`config.mk`:
```
export PLATFORM = sky130hd
export DESIGN_NAME = cache_controller
export DESIGN_NICKNAME = d
export VERILOG_FILES = /design/src/rtl/cache_pkg.sv /design/src/rtl/cache_array.sv /design/src/rtl/cache_controller.sv
export SDC_FILE = /design/constraint.sdc
export NUM_CORES = 2
export LEC_CHECK = 0
export CORE_MARGIN = 2
export CORE_UTILIZATION = 30
export DETAILED_ROUTE_END_ITERATION = 8
export DONT_BUFFER_PORTS = 1
export GPL_TIMING_DRIVEN = 1
export SYNTH_ARGS = -nofsm -noshare
export SYNTH_HDL_FRONTEND = slang
export SYNTH_HIERARCHICAL = 1
export SYNTH_SLANG_ARGS = --single-unit
```
`constraint.sdc`:
```
create_clock -name clk -period 12 [get_ports clk]
set_clock_uncertainty 0.15 [all_clocks]
set_input_delay 1.2 -clock clk [delete_from_list [all_inputs] [get_ports clk]]
set_output_delay 1.2 -clock clk [all_outputs]
set_load 0.01 [all_outputs]
```
`src/rtl/cache_pkg.sv`:
```
// Shared types and geometry for the direct-mapped data cache.
package cache_pkg;

  typedef enum logic [1:0] {
    IDLE      = 2'd0,
    READ_MISS = 2'd1,
    WRITE     = 2'd2
  } cache_state_e;

  localparam int INDEX_BITS_DEFAULT = 6;
  localparam int TAG_W              = 30 - INDEX_BITS_DEFAULT;
  localparam int NUM_LINES          = 1 << INDEX_BITS_DEFAULT;

  function automatic int tag_width(input int index_bits);
    return 30 - index_bits;
  endfunction

  function automatic int line_count(input int index_bits);
    return 1 << index_bits;
  endfunction

endpackage

```
`src/rtl/cache_array.sv`:
```
// Valid/tag/data storage with combinational lookup and one synchronous write port.
module cache_array
  import cache_pkg::*;
#(
  parameter int INDEX_BITS = INDEX_BITS_DEFAULT,
  parameter int TAG_BITS   = TAG_W,
  parameter int LINES      = NUM_LINES
) (
  input  logic                  clk,
  input  logic                  rst,
  input  logic [INDEX_BITS-1:0] lookup_index,
  input  logic [TAG_BITS-1:0]   lookup_tag,
  output logic                  hit,
  output logic [31:0]           hit_data,
  input  logic                  wr_en,
  input  logic [INDEX_BITS-1:0] wr_index,
  input  logic [TAG_BITS-1:0]   wr_tag,
  input  logic [31:0]           wr_data
);

  logic [LINES-1:0]    valid;
  logic [TAG_BITS-1:0] tags [LINES];
  logic [31:0]         data [LINES];

  assign hit      = valid[lookup_index] && (tags[lookup_index] == lookup_tag);
  assign hit_data = data[lookup_index];

  always_ff @(posedge clk) begin
    if (rst) begin
      valid <= '0;
    end else if (wr_en) begin
      valid[wr_index] <= 1'b1;
    end
  end

  // Tag and data contents survive reset; only the valid bits gate their use.
  always_ff @(posedge clk) begin
    if (wr_en) begin
      tags[wr_index] <= wr_tag;
      data[wr_index] <= wr_data;
    end
  end

endmodule

```
`src/rtl/cache_controller.sv`:
```
// Write-through, no-write-allocate cache FSM between the MEM stage and the SRAM controller.
module cache_controller
  import cache_pkg::*;
#(
  parameter int INDEX_BITS = INDEX_BITS_DEFAULT,
  parameter int CNT_W      = 16
) (
  input  logic             clk,
  input  logic             rst,
  input  logic             mem_r_en,
  input  logic             mem_w_en,
  input  logic [31:0]      address,
  input  logic [31:0]      w_data,
  output logic [31:0]      r_data,
  output logic             ready,
  output logic             sram_r_en,
  output logic             sram_w_en,
  output logic [31:0]      sram_address,
  output logic [31:0]      sram_w_data,
  input  logic [31:0]      sram_r_data,
  input  logic             sram_ready,
  output logic [CNT_W-1:0] read_hits,
  output logic [CNT_W-1:0] read_misses
);

  localparam int TAG_BITS = tag_width(INDEX_BITS);
  localparam int LINES    = line_count(INDEX_BITS);

  cache_state_e state, next_state;

  logic [INDEX_BITS-1:0] index;
  logic [TAG_BITS-1:0]   tag;
  logic                  hit;
  logic [31:0]           hit_data;
  logic                  wr_en;
  logic [31:0]           wr_data;
  logic                  hit_inc;
  logic                  miss_inc;

  function automatic logic [CNT_W-1:0] sat_inc(input logic [CNT_W-1:0] v);
    return (&v) ? v : v + 1'b1;
  endfunction

  assign index        = address[INDEX_BITS+1:2];
  assign tag          = address[31:INDEX_BITS+2];
  assign sram_address = address;
  assign sram_w_data  = w_data;

  cache_array #(
    .INDEX_BITS(INDEX_BITS),
    .TAG_BITS  (TAG_BITS),
    .LINES     (LINES)
  ) u_array (
    .clk         (clk),
    .rst         (rst),
    .lookup_index(index),
    .lookup_tag  (tag),
    .hit         (hit),
    .hit_data    (hit_data),
    .wr_en       (wr_en),
    .wr_index    (index),
    .wr_tag      (tag),
    .wr_data     (wr_data)
  );

  always_ff @(posedge clk) begin
    if (rst) begin
      state       <= IDLE;
      read_hits   <= '0;
      read_misses <= '0;
    end else begin
      state <= next_state;
      if (hit_inc)  read_hits   <= sat_inc(read_hits);
      if (miss_inc) read_misses <= sat_inc(read_misses);
    end
  end

  // A write wins over a simultaneous read; a miss is counted only on IDLE detection.
  always_comb begin
    next_state = state;
    ready      = 1'b1;
    r_data     = '0;
    sram_r_en  = 1'b0;
    sram_w_en  = 1'b0;
    wr_en      = 1'b0;
    wr_data    = w_data;
    hit_inc    = 1'b0;
    miss_inc   = 1'b0;
    unique case (state)
      IDLE: begin
        if (mem_w_en) begin
          ready      = 1'b0;
          next_state = WRITE;
        end else if (mem_r_en) begin
          if (hit) begin
            r_data  = hit_data;
            hit_inc = 1'b1;
          end else begin
            ready      = 1'b0;
            miss_inc   = 1'b1;
            next_state = READ_MISS;
          end
        end
      end
      READ_MISS: begin
        sram_r_en = 1'b1;
        ready     = sram_ready;
        wr_data   = sram_r_data;
        if (sram_ready) begin
          r_data     = sram_r_data;
          wr_en      = !rst;
          next_state = IDLE;
        end
      end
      WRITE: begin
        sram_w_en = 1'b1;
        ready     = sram_ready;
        if (sram_ready) begin
          wr_en      = hit && !rst;
          next_state = IDLE;
        end
      end
      default: next_state = IDLE;
    endcase
  end

endmodule
```
==> metrics.md <==
| Metric | Value |
|---|---|
| Int Pwr | 21150 uW |
| Final min period | between 9000 and 10000 ps |
| CTS tree | done |
| Syn Area/Cell | 22.84 sq um |
| Synth cell count leaders | edfxtp_1 (3584), mux4_2 (1016), nor2_1 (228) |
| Worst Tran Pin Value | about 1800 ps |
| Crit path capture type | flop |
| Count leader, synth | edfxtp_1 |
| Avg WL per Cell | just over 30 microns |
| Num CTS Buffers | approximately 370 |
| Dominant cells by area after synthesis | edfxtp_1 (76%), mux4_2 (16%), dfxtp_1 (1.4%) |
| Pin count of the biggest net entering global routing | 271 |
| Hold/Removal Path Class | in -> reg |
| Peak Freq | around 110 MHz |
| Full die area | between 0.4 and 0.5 sq mm |
| Core footprint | ~0.47 sq mm |
| Worst Path Max Fanout | 149 |
| Static leakage | 0.04904 uW |
| Overflow after GRT | 0 |
| Final setup viols | 0 |
| Sequential fraction of the synthesis area | 77.01% |
| Cell row count | roughly 250 |
| First-pass GRT wire length | roughly 550 mm |
| Setup CP Type | in -> reg |
| Initial Util | approximately 30% |
| Mapped Nets | ~6300 |
| H-Tree Level Count | 5 |
| Post-DP HPWL | roughly 220 mm |
| Clock Latency Late Sink | approximately 970 ps |
| DR vias | between 60000 and 70000 |
| Vias per std cell | around 5.3 |
| Worst EP required | 12420 ps |
| Layout area overhead | 13.84% |
| Clock Sink Count | roughly 3700 |
| CTS root buf | clkbuf_16 |
| WL final | 397.8 mm |
| MaxCap Viol Count | 0 |
| Ports | 232 |
| Vias in the first global route | slightly below 70000 |
| Fin cells | 12910 |
| Pre-antenna DRT Iters | 5 |
| Top cell type's share of synthesized area | between 70 and 80% |
| Outcome | finished, violations left |
| PD cells | 165.3 mW/mm^2 |
| Psw | roughly 5600 uW |
| Post-CTS sizing | 0 |
| Worst Path Arrival | slightly below 10000 ps |
| Tcrit/Tclk final | between 70% and 80% |
| Cts hold-fix bufs | 0 |
| Combinational share of power | under 10% |
| Sw Share | a little over a fifth |
| Yosys warns | 6 |
| Max-slew violations | roughly 120 |
| Synth async-reset ratio | 0% |
| Clock share of power | 42.4% |
| Layout cells sized above 1 | 27.76% |
| Yosys cell types | about 80 |
| Die X | 692.7 microns |
| Worst R2R Setup Slack | between 4000 and 5000 ps |
| Worst IR Drop VDD | 0.1163 mV |
| Ys flop type | edfxtp_1 |
| Post-route DRC | 0 |
| Final Hold Vio Count | 0 |
| 1st-iter DRT viols | 9308 |
| RSZ-0062 raised after global routing | no |
| Cell taking the most area after synthesis | edfxtp_1 |
| Reg power frac | between 50% and 60% |
| Gr usage total | roughly 16% |
| Syn Inst Count | 6231 |
| Failing checks | max-slew violations |
| Crit path launch type | input pin |
| Post-synthesis cell area | between 0.1 and 0.15 sq mm |
| Final WS setup | around 2600 ps |
| CTS clk-pin slew, worst paths | roughly 60 ps |
| Post-synth EDFFs | approximately 3600 |
| PortBufs | 0 |
| Setup Buffers After CTS | 0 |
| Final hold slack | a little under 200 ps |
| GP Congestion | roughly 0.8 |
| Setup WS pre-CTS | between 1500 and 2000 ps |
| Flops & latches, synth | 3682 |
| Die height | 692.7 microns |
| Setup_tns | 0 ps |
| Max transition margin | -22.71% |
| Initial antenna violation count | 15 |
| Placed cell count | about 12000 |
| CTS Buffer Depth | 4 |
| Nets | 6500 |
| Util after Layout | between 30% and 40% |
| ANT nets after route | 0 |
-- per-layer routing --
| layer | share of wire (%) | routed length, microns | up-vias | global-route usage [%] |
|---|---|---|---|---|
| met1 | 39 | 157100 | 37700 | 21.78 |
| li1 | - | - | 26850 | - |
| met4 | 3.5 | 13950 | 2 | 5.242 |
| met2 | 48 | 191600 | 3505 | 26.20 |
| met3 | 8.8 | 35090 | 656 | 2.967 |
| met5 | 0.0043 | 17 | - | 0 |
-- cell type report --
cell class,count,area (sq um)
clock inverters,212,1903
clock buffers,458,9876
fillers,43210,309700
well taps,6223,7786
multi-input cells,2135,30820
inverters,15,66.31
diodes,3,7.507
repair buffers,185,1952
flip-flops and latches,3682,109600
-- sequential cells by signal, indices dropped and copies added, names as in the netlist --
name,flops
read_hits,16
u_array/data,2048
read_misses,16
u_array/tags,1536
u_array/valid,64
state,2
-- layout by cell type (no fill, tap or decap), drive strengths merged, types with 36 or more instances in the layout --
cell type and n:
a21oi 63, a22o 38, a22oi 36, buf 185, clkbuf 458, clkinv 161, dfxtp 98, edfxtp 3584
mux2 56, mux2i 139, mux4 1017, nand2 106, nor2 228, o21ai 45, o22ai 38
-- power groups by stage --
stage / registers (uW) / logic (uW) / clock network (uW)
final: 14200 / 1200 / 11400
after global routing: 14200 / 1270 / 12000
after detailed placement: 14500 / 1220 / 0
after global placement: 14500 / 1200 / 0
after floorplan: 14500 / 825 / 0
after CTS: 14200 / 1220 / 11500
-- worst paths after layout --
kind | from | end | depth (start not counted)
max | address[2] | u_array/data[23][10]$_DFFE_PP_ | 15
min | address[22] | u_array/tags[0][14]$_DFFE_PP_ | 0
max reg2reg | u_array/tags[7][13]$_DFFE_PP_ | u_array/data[23][10]$_DFFE_PP_ | 14
min reg2reg | u_array/valid[46]$_SDFFE_PP0P_ | u_array/valid[46]$_SDFFE_PP0P_ | 2
-- kinds of logic (layout without fill, tap and decap cells) --
| kind of cell | after synthesis | after routing | share of synthesized area (%) |
|---|---|---|---|
| AOI/OAI and AO/OA | 373 | 373 | 1.869 |
| xor gates and xnor gates | 23 | 23 | 0.1416 |
| adders and majority gates | 6 | 6 | 0.05276 |
| buffers and inverters | 414 | 870 | 1.682 |
| DFF | 3682 | 3682 | 77.01 |
| muxes | 1212 | 1212 | 17.52 |
| other | 0 | 3 | 0 |
| and+or+nand+nor | 521 | 521 | 1.721 |
-- worst max-delay path: stages --
cell	delay [ps]
buf_16	810
buf_16	790
mux4_2	620
nand2_1	100
nand2_1	130
a221o_1	400
or3_1	310
a31o_1	210
nor4_1	430
and4_1	690
nor2b_1	100
nor3_1	540
nand4_1	940
nor2_4	1420
buf_4	530
-- metrics by stage --
stage	power (uW)	area, sq um
after global routing	27460	162000
after floorplan	15310	142300
after detailed placement	15700	150100
after global placement	15680	150100
final	26770	162000
after CTS	26960	161900
No activity file was read; power rests on OpenSTA's default activity.
